===== src/rtl/secuenciador_melodia_pkg.sv =====
`default_nettype none
// ============================================================================
// Module      : melodia_pkg
// Description : Shared types and defaults for the melody sequencer: the FSM
//               state encoding, default ROM geometry, the reference clock
//               rate and a helper that sizes the duration counter.
// Revision    : 1.0 - initial release
// ============================================================================
package melodia_pkg;

  // REPOSO = idle, SONANDO = note sounding, SILENCIO = gap after a note
  typedef enum logic [1:0] {
    REPOSO   = 2'd0,
    SONANDO  = 2'd1,
    SILENCIO = 2'd2
  } estado_t;

  localparam int F_CLK          = 12000000;
  localparam int NUM_NOTAS_DEF  = 25;
  localparam int ANCHO_DIR_DEF  = 5;
  localparam int ANCHO_FREC_DEF = 16;

  // Width that holds 0..max(a,b)-1; never narrower than one bit.
  function automatic int ancho_contador(input int a, input int b);
    int m;
    m = (a > b) ? a : b;
    return (m > 1) ? $clog2(m) : 1;
  endfunction

endpackage
`default_nettype wire


===== src/rtl/secuenciador_melodia_if.sv =====
`default_nettype none
// ============================================================================
// Module      : secuenciador_melodia_if
// Description : Control / ROM / audio bundle of the melody sequencer.
//   iniciar, detener    one-cycle start / stop pulses
//   repetir             level, loop the melody after the last note
//   frecuencia_de_nota  ROM word (half-period in clk cycles) for direccion_nota
//   direccion_nota      ROM address
//   salida_audio        square wave to the buzzer
//   reproduciendo       high while playing
//   fin_cancion         one-cycle pulse at the end of a non-looping pass
//   master: controls + ROM side, slave: the sequencer.
// Revision    : 1.0 - initial release
// ============================================================================
interface secuenciador_melodia_if
  import melodia_pkg::*;
#(
  parameter int ANCHO_DIR  = ANCHO_DIR_DEF,
  parameter int ANCHO_FREC = ANCHO_FREC_DEF
);
  logic                  iniciar;
  logic                  detener;
  logic                  repetir;
  logic [ANCHO_FREC-1:0] frecuencia_de_nota;
  logic [ANCHO_DIR-1:0]  direccion_nota;
  logic                  salida_audio;
  logic                  reproduciendo;
  logic                  fin_cancion;

  modport master (
    output iniciar, detener, repetir, frecuencia_de_nota,
    input  direccion_nota, salida_audio, reproduciendo, fin_cancion
  );

  modport slave (
    input  iniciar, detener, repetir, frecuencia_de_nota,
    output direccion_nota, salida_audio, reproduciendo, fin_cancion
  );
endinterface
`default_nettype wire


===== src/rtl/secuenciador_melodia_generador_tono.sv =====
`default_nettype none
// ============================================================================
// Module      : generador_tono
// Description : Square-wave generator. A counter runs 0..semiperiodo-1 and the
//               output toggles on the wrap, so the period is 2*semiperiodo.
//               semiperiodo=0 is a rest (output low). Counter and output are
//               cleared whenever habilitar is low.
//   clk, rst_n   clock, asynchronous active-low reset
//   habilitar    run enable; low clears the generator
//   semiperiodo  half-period in clk cycles
//   salida       registered square wave
// Revision    : 1.0 - initial release
// ============================================================================
module generador_tono
  import melodia_pkg::*;
#(
  parameter int ANCHO_FREC = ANCHO_FREC_DEF
) (
  input  logic                  clk,
  input  logic                  rst_n,
  input  logic                  habilitar,
  input  logic [ANCHO_FREC-1:0] semiperiodo,
  output logic                  salida
);

  logic [ANCHO_FREC-1:0] r_cont;

  always_ff @(posedge clk or negedge rst_n) begin
    if (!rst_n) begin
      r_cont <= '0;
      salida <= 1'b0;
    end else if (!habilitar || (semiperiodo == '0)) begin
      r_cont <= '0;
      salida <= 1'b0;
    end else if (r_cont == (semiperiodo - 1'b1)) begin
      r_cont <= '0;
      salida <= ~salida;
    end else begin
      r_cont <= r_cont + 1'b1;
    end
  end

endmodule
`default_nettype wire


===== src/rtl/secuenciador_melodia.sv =====
`default_nettype none
// ============================================================================
// Module      : secuenciador_melodia
// Description : Steps the note ROM address 0..NUM_NOTAS-1, holding each note
//               DUR_NOTA cycles followed by DUR_SILENCIO cycles of silence,
//               and drives the buzzer with the note's square wave.
//   clk, rst_n  clock, asynchronous active-low reset
//   bus         slave side of secuenciador_melodia_if (controls, ROM, audio)
// Revision    : 1.0 - initial release
// ============================================================================
module secuenciador_melodia
  import melodia_pkg::*;
#(
  parameter int NUM_NOTAS    = NUM_NOTAS_DEF,
  parameter int ANCHO_DIR    = ANCHO_DIR_DEF,
  parameter int ANCHO_FREC   = ANCHO_FREC_DEF,
  parameter int DUR_NOTA     = F_CLK / 4,
  parameter int DUR_SILENCIO = F_CLK / 20
) (
  input  logic                    clk,
  input  logic                    rst_n,
  secuenciador_melodia_if.slave   bus
);

  localparam int ANCHO_DUR = ancho_contador(DUR_NOTA, DUR_SILENCIO);

  localparam logic [ANCHO_DUR-1:0] c_fin_nota = ANCHO_DUR'(DUR_NOTA - 1);
  // Only meaningful when DUR_SILENCIO > 0; SILENCIO is unreachable otherwise.
  localparam logic [ANCHO_DUR-1:0] c_fin_sil  = ANCHO_DUR'(DUR_SILENCIO - 1);
  localparam logic [ANCHO_DIR-1:0] c_ultima   = ANCHO_DIR'(NUM_NOTAS - 1);

  estado_t                r_estado;
  logic [ANCHO_DUR-1:0]   r_cont;
  logic [ANCHO_DIR-1:0]   r_dir;
  logic                   r_reproduciendo;
  logic                   r_fin_cancion;
  logic                   w_fin_nota;
  logic                   w_fin_sil;
  logic                   w_avanzar;
  logic                   w_habilitar;
  logic                   w_audio;

  assign w_fin_nota = (r_estado == SONANDO)  && (r_cont == c_fin_nota);
  assign w_fin_sil  = (r_estado == SILENCIO) && (r_cont == c_fin_sil);
  // With no gap the note end is itself the advance point.
  assign w_avanzar  = w_fin_sil || (w_fin_nota && (DUR_SILENCIO == 0));

  // Dropping the enable on the last note cycle (or on a stop) clears the tone
  // flop at the same edge that leaves the note, so the following cycle starts
  // from a low output and a zero tone count.
  assign w_habilitar = (r_estado == SONANDO) && !w_fin_nota && !bus.detener;

  always_ff @(posedge clk or negedge rst_n) begin
    if (!rst_n) begin
      r_estado        <= REPOSO;
      r_cont          <= '0;
      r_dir           <= '0;
      r_reproduciendo <= 1'b0;
      r_fin_cancion   <= 1'b0;
    end else begin
      r_fin_cancion <= 1'b0;
      if (bus.detener) begin
        r_estado        <= REPOSO;
        r_cont          <= '0;
        r_dir           <= '0;
        r_reproduciendo <= 1'b0;
      end else if (w_avanzar) begin
        r_cont <= '0;
        if (r_dir != c_ultima) begin
          r_dir    <= r_dir + 1'b1;
          r_estado <= SONANDO;
        end else if (bus.repetir) begin
          r_dir    <= '0;
          r_estado <= SONANDO;
        end else begin
          r_dir           <= '0;
          r_estado        <= REPOSO;
          r_reproduciendo <= 1'b0;
          r_fin_cancion   <= 1'b1;
        end
      end else begin
        case (r_estado)
          REPOSO: begin
            if (bus.iniciar) begin
              r_estado        <= SONANDO;
              r_cont          <= '0;
              r_dir           <= '0;
              r_reproduciendo <= 1'b1;
            end
          end
          SONANDO: begin
            if (w_fin_nota) begin
              r_cont   <= '0;
              r_estado <= SILENCIO;
            end else begin
              r_cont <= r_cont + 1'b1;
            end
          end
          SILENCIO: begin
            r_cont <= r_cont + 1'b1;
          end
          default: begin
            r_estado <= REPOSO;
          end
        endcase
      end
    end
  end

  generador_tono #(
    .ANCHO_FREC (ANCHO_FREC)
  ) u_tono (
    .clk         (clk),
    .rst_n       (rst_n),
    .habilitar   (w_habilitar),
    .semiperiodo (bus.frecuencia_de_nota),
    .salida      (w_audio)
  );

  assign bus.direccion_nota = r_dir;
  assign bus.salida_audio   = w_audio;
  assign bus.reproduciendo  = r_reproduciendo;
  assign bus.fin_cancion    = r_fin_cancion;

endmodule
`default_nettype wire


===== src/flat_wrapper.sv =====
// flat-port wrapper written by rule: the top's interface ports become plain ports
module secuenciador_melodia_flat import melodia_pkg::*;
#(
  parameter int NUM_NOTAS    = NUM_NOTAS_DEF,
  parameter int ANCHO_DIR    = ANCHO_DIR_DEF,
  parameter int ANCHO_FREC   = ANCHO_FREC_DEF,
  parameter int DUR_NOTA     = F_CLK / 4,
  parameter int DUR_SILENCIO = F_CLK / 20
)
  (clk, rst_n, bus_iniciar, bus_detener, bus_repetir, bus_frecuencia_de_nota, bus_direccion_nota, bus_salida_audio, bus_reproduciendo, bus_fin_cancion);
  secuenciador_melodia_if #(.ANCHO_DIR(ANCHO_DIR), .ANCHO_FREC(ANCHO_FREC)) bus_i ();
  input  logic clk;
  input  logic rst_n;
  input wire logic [$bits(bus_i.iniciar)-1:0] bus_iniciar;
  input wire logic [$bits(bus_i.detener)-1:0] bus_detener;
  input wire logic [$bits(bus_i.repetir)-1:0] bus_repetir;
  input wire logic [$bits(bus_i.frecuencia_de_nota)-1:0] bus_frecuencia_de_nota;
  output wire logic [$bits(bus_i.direccion_nota)-1:0] bus_direccion_nota;
  output wire logic [$bits(bus_i.salida_audio)-1:0] bus_salida_audio;
  output wire logic [$bits(bus_i.reproduciendo)-1:0] bus_reproduciendo;
  output wire logic [$bits(bus_i.fin_cancion)-1:0] bus_fin_cancion;
  assign bus_i.iniciar = bus_iniciar;
  assign bus_i.detener = bus_detener;
  assign bus_i.repetir = bus_repetir;
  assign bus_i.frecuencia_de_nota = bus_frecuencia_de_nota;
  assign bus_direccion_nota = bus_i.direccion_nota;
  assign bus_salida_audio = bus_i.salida_audio;
  assign bus_reproduciendo = bus_i.reproduciendo;
  assign bus_fin_cancion = bus_i.fin_cancion;
  secuenciador_melodia #(.NUM_NOTAS(NUM_NOTAS), .ANCHO_DIR(ANCHO_DIR), .ANCHO_FREC(ANCHO_FREC), .DUR_NOTA(DUR_NOTA), .DUR_SILENCIO(DUR_SILENCIO)) u_core (.clk(clk), .rst_n(rst_n), .bus(bus_i));
endmodule

===== config.mk =====
export PLATFORM = sky130hd
export DESIGN_NAME = secuenciador_melodia_flat
export DESIGN_NICKNAME = d
export VERILOG_FILES = /design/src/rtl/secuenciador_melodia_pkg.sv /design/src/rtl/secuenciador_melodia_if.sv /design/src/rtl/secuenciador_melodia_generador_tono.sv /design/src/rtl/secuenciador_melodia.sv /design/src/flat_wrapper.sv
export SDC_FILE = /design/constraint.sdc
export NUM_CORES = 1
export LEC_CHECK = 0
export ABC_AREA = 1
export BUFFER_PORTS_ARGS = -buffer_cell sky130_fd_sc_hd__buf_2
export CAP_MARGIN = 25
export CORE_MARGIN = 2
export CORE_UTILIZATION = 45
export DETAILED_ROUTE_END_ITERATION = 6
export PLACE_DENSITY = 0.61
export SLEW_MARGIN = 20
export SYNTH_ARGS = -nofsm -noshare
export SYNTH_HDL_FRONTEND = slang
export SYNTH_SLANG_ARGS = --single-unit

===== constraint.sdc =====
create_clock -name clk -period 3.35 [get_ports clk]
set_input_delay 0.5025 -clock clk [delete_from_list [all_inputs] [get_ports clk]]
set_output_delay 0.5025 -clock clk [all_outputs]
set_load 0.1 [all_outputs]

# Yosys cells after proc, flatten, opt, wreduce, memory -nomap -nowiden
# Index checks and enable logic that the tools add are counted.
# word_totals
reg_bits	48
inputBits	21
output_inout_bits	8
# classes
n_addsub	4
n_eq_ne	11
mux	31
bitwise_logic	1
n_reduce_logical	18
# op_table
operator	count
two-way mux 22 bit	4
one-hot mux 22 bit (3 select lines)	1
two-way mux 16 bit	2
two-way mux 5 bit	5
adder 22 x 1 -> 22 bit, second input constant	1
== test 22 x 20 -> 1 bit, second input constant	1
== test 22 bit, second input constant	1
adder 16 x 1 -> 16 bit, second input constant	1
== test 16 bit	1
zero test 16 bit	1
subtractor 16 x 1 -> 16 bit, second input constant	1
two-way mux 1 bit	13
two-way mux 2 bit	5
!= test 3 bit, second input constant	2
one-hot mux 2 bit (3 select lines)	1
nonzero test 3 bit	2
adder 5 x 1 -> 5 bit, second input constant	1
!= test 5 bit, second input constant	1
nonzero test 5 bit	1
logical AND 1 bit	4
!= test 4 x 2 -> 1 bit, second input constant	1
!= test 4 x 3 -> 1 bit, second input constant	1
AND reduction 2 bit	2
AND reduction 4 bit	1
other kinds (9)	11

# Depth between registers and ports, before layout
# logic_depth
depth_word	8
depth_mapped	15
ltp_nobuf	14

# By module
# A second synthesis with hierarchy kept.
# unflattened
cells_unflattened	570
hier_area_um2	3763.6
# modules_own_cells
module	n_inst	cells_each	area_per_inst_um2	seq_area_each_um2
secuenciador_melodia	1	335	2250.9	775.7
generador_tono	1	235	1512.7	425.4

# Worst setup path before layout
# Ideal clock, no wire load.
# synth_path
path_type	register to register
start	reg u_core.r_dir[0] (netlist: u_core.bus.direccion_nota[0])
end	reg u_core.r_estado[0]
setup_time_ns	0.123
arrival_time_ns	1.885
path_slack_ns	1.342
path_stages_with_launch	9
n_path_buf	0
synth_period_minus_slack_ns	2.008
path_cell_list	dfrtp_1 -> inv_1 -> ha_1 -> nand2_1 -> nor3b_1 -> inv_1 -> or2_2 -> o211ai_1 -> o21ai_1
# synth_between
elab_chain_len	4
# synth_lines
item	line	source
start: declaration	secuenciador_melodia.sv:34	logic [ANCHO_DIR-1:0] r_dir;
start signal: assignment	secuenciador_melodia.sv:70	r_dir <= r_dir + 1'b1;
!= test 5 bit	secuenciador_melodia.sv:69	if (r_dir != c_ultima) begin
two-way mux 2 bit	secuenciador_melodia.sv:69	
two-way mux 2 bit	secuenciador_melodia.sv:67	end else if (w_avanzar) begin
two-way mux 2 bit	secuenciador_melodia.sv:62	if (bus.detener) begin
end signal: assignment	secuenciador_melodia.sv:63	r_estado <= REPOSO;
end signal: assignment	secuenciador_melodia.sv:71	r_estado <= SONANDO;
end signal: assignment	secuenciador_melodia.sv:74	r_estado <= SONANDO;
end: declaration	secuenciador_melodia.sv:32	estado_t r_estado;
# No other way between the ends.
# A chain may end at the register's enable or synchronous reset.

# Final worst setup path
# layout_path
start	reg u_core.r_estado[0]
end	reg u_core.r_cont[20]
# layout_between
elab_chain_len	6
# layout_lines
item	line	source
start signal: assignment	secuenciador_melodia.sv:55	r_estado <= REPOSO;
start signal: assignment	secuenciador_melodia.sv:63	
start signal: assignment	secuenciador_melodia.sv:71	
== test 2 x 1 -> 1 bit	secuenciador_melodia.sv:43, secuenciador_melodia.sv:82	
logical AND 1 bit	secuenciador_melodia.sv:43	assign w_fin_nota = (r_estado == SONANDO) && (r_cont == c_fin_nota);
two-way mux 22 bit	secuenciador_melodia.sv:92	if (w_fin_nota) begin
one-hot mux 22 bit (3 select lines)	secuenciador_melodia.sv:82	case (r_estado)
two-way mux 22 bit	secuenciador_melodia.sv:67	
two-way mux 22 bit	secuenciador_melodia.sv:62	
end signal: assignment	secuenciador_melodia.sv:96	r_cont <= r_cont + 1'b1;
end signal: assignment	secuenciador_melodia.sv:100	r_cont <= r_cont + 1'b1;
end: declaration	secuenciador_melodia.sv:33	logic [ANCHO_DUR-1:0] r_cont;
# Parallel ways exist; a longest one is shown, timed or not.

==> flow_summary.yaml <==
drt:
  firstDrtPassIters: 5
  num_vias: 3334
  wl_um: 8040
  drtIter0Drc: 179
  wl_met2_um: 3480
  highest_layer: "met4"
  wl_per_cell_um: 12.0
  drc: 0
  avgViaCountPerCell: 4.98
  detail-route-antenna-nets: 0
  route.met3.wl_um: 330
  routedLengthMet1_um: 4170
power:
  power.density_nw_per_um2: 411
  ir_drop_mv: 0.361
  total_power_w: 0.00164
  p_leak_nw: 1.87
yosys:
  synth_edf_count: 0
  netlist_area_sq_um: 3620
  ys_async_sr_fraction_pct: 100
  mappedNetlistNets: 565
  syn_inst: 534
  ys_seq_elements: 48
  ys_warn_count: 0
  yosysTopAreaCell: "dfrtp_1"
  synth_area_leaders: "dfrtp_1 (33%), nand2_1 (15%), inv_1 (7.8%)"
  yosysTopAreaCellShare_pct: 33.2
  synth_common_cells: "nand2_1 (149), inv_1 (75), nor2_1 (72)"
  ys_types: 34
  yosysMostFrequentCell: "nand2_1"
  syn_area_per_cell_sq_um: 6.78
  seq_area_frac_synth_pct: 33.2
  synthFlopType: "dfrtp_1"
clock_tree:
  cts.path.max_buffers: 2
  clkTransAtPathRegs_ns: 0.10
  cts_tree: "yes"
  cts_setup_buffers: 0
  clock_latency_ns: 0.31
  hold_buffers: 0
  cts-root-buf: "clkbuf_8"
  cts_htree_levels: 2
  clock_sinks: 48
  numCtsBuffers: 5
  cts_resized: 0
setup_path:
  crit_path_start_kind: "register"
  critical_path_required_ns: 3.59
  cp_data_arrival_time_ns: 2.54
  r2r_slack_ns: 1.05
  path_max_fanout: 19
  critPathCaptureType: "register"
  timing_worst_setup_path_type: "register to register"
placed_design:
  dpl_cell_area_sq_um: 3860
  hpwl_um: 6350
  io_buffers: 28
  gp_congestion: 0.953
global_routing:
  antenna_found_initial: 0
  grt-ovfl-total: 0
  grt_start_max_net_pins: 27
  grt_pass1_vias: 3055
  grt_pass1_wl_um: 14000
  grt_usage_pct: 19.8
cells_and_area:
  drive_gt1_share_pct: 12.5
  post-route-util_pct: 51.4
  fillers: 786
  synthToLayoutAreaGrowth_pct: 10.4
  diodes: 0
  layout.nets: 598
  stdcell_area_sq_um: 3990
timing:
  finClkSkew_ns: 0.0119
  finalCritPeriodShare_pct: 68.7
  finalSetupTns_ns: 0
  fmax_ghz: 0.435
  setup_violations: 0
  hold_viol: 0
  rsz0062_at_grt: "false"
  min_period_ns: 2.30
  max_slew_margin_pct: 58.0
  tightest_slew_ns: 0.630
  drv_slew: 0
floorplanning:
  row_count: 32
  dieHeight_um: 93.7
  die_w_um: 93.7
  io_pins: 29
  start_util_pct: 46.6
  dieArea_sq_um: 8770
  core_sq_um: 7770
flow_run:
  cap_violations: 0
worst_hold_path:
  min_path_type: "input port to async pin"
run_status:
  outcome: "complete, no violations"
layout make-up:
type / instances / area (sq um) / area share [%]
Clock buffer: 5 / 68.8 / 1.72
Sequential cell: 48 / 1200 / 30.1
Inverter: 79 / 302 / 7.55
Clock inverter: 3 / 68.8 / 1.72
Timing Repair Buffer: 29 / 148 / 3.70
Tap cell: 102 / 128 / 3.20
Multi-Input combinational cell: 404 / 2080 / 52.0
critical path: stages, from the launching register on:
cell and delay (ns):
dfrtp_1 0.41, inv_1 0.10, ha_1 0.36, nor3_1 0.35, nand2_4 0.13, nand2_4 0.21, clkinv_4 0.19, o21ai_2 0.17
inv_2 0.17, nor2_1 0.13
power by group:
part,internal (W),switching (W)
sequential,0.000601,0.0000203
clock,0.000301,0.000213
combinational,0.000133,0.000374
flip-flops by register name (all words and copies together), names as in the netlist:
register / flops
u_core.u_tono.salida: 1
u_core.bus.fin_cancion: 1
u_core.r_cont: 22
u_core.u_tono.r_cont: 16
u_core.bus.reproduciendo: 1
u_core.bus.direccion_nota: 5
u_core.r_estado: 2
worst paths after layout:
path,to,start,cells after the start
worst max-delay path,u_core.r_cont[20]$_DFFE_PN0P_,u_core.r_estado[0]$_DFFE_PN0P_,9
worst max register to register,u_core.r_cont[20]$_DFFE_PN0P_,u_core.r_estado[0]$_DFFE_PN0P_,9
max in group asynchronous,u_core.u_tono.r_cont[6]$_DFF_PN0_,rst_n,2
min in group clk,u_core.bus.fin_cancion$_DFF_PN0_,bus_detener,2
worst min register to register,u_core.u_tono.r_cont[0]$_DFF_PN0_,u_core.u_tono.r_cont[0]$_DFF_PN0_,1
worst min-delay path,u_core.u_tono.r_cont[7]$_DFF_PN0_,rst_n,1
per-layer routing:
layer | track usage (%) | vias up
met5 | 0 | -
met4 | 3.99 | 0
met3 | 2.73 | 7
met2 | 30.2 | 68
met1 | 29.9 | 1517
li1 | - | 1742
cell families after synthesis:
kind of cell / share of synthesized area [%]
AOI/OAI and AO/OA: 5.05
xor gates and xnor gates: 7.26
adders and majority gates: 3.46
buffers and inverters: 9.37
DFF: 33.2
and+or+nand+nor: 41.7
cells in the final DEF (no fill, tap or decap), types with 3 or more instances in the layout:
| master | synthesis | layout |
|---|---|---|
| nand2_4 | 3 | 3 |
| nand2_2 | 5 | 5 |
| nand3b_1 | 5 | 5 |
| clkbuf_8 | 0 | 5 |
| o21ai_1 | 4 | 4 |
| xor2_1 | 19 | 19 |
| nor2_2 | 11 | 11 |
| nand3_1 | 54 | 54 |
| nand2_1 | 149 | 149 |
| inv_2 | 3 | 3 |
| xnor2_1 | 11 | 11 |
| buf_2 | 0 | 28 |
| nand4_1 | 9 | 9 |
| inv_1 | 75 | 75 |
| ha_1 | 10 | 10 |
| nor3_1 | 10 | 10 |
| a21oi_1 | 5 | 5 |
| o21ai_0 | 19 | 19 |
| dfrtp_1 | 48 | 48 |
| nor2_1 | 72 | 72 |
per-stage QoR:
stage                     setup slack (ns)  hold slack (ns)  instances
final                                 1.05            0.198        670
after global routing                 0.861            0.234        670
after CTS                             1.06            0.216        670
after detailed placement              1.09            0.489        662
after global placement                1.13            0.494        662
after floorplan                       1.34            0.207        534
No activity file was read; power rests on OpenSTA's default activity.
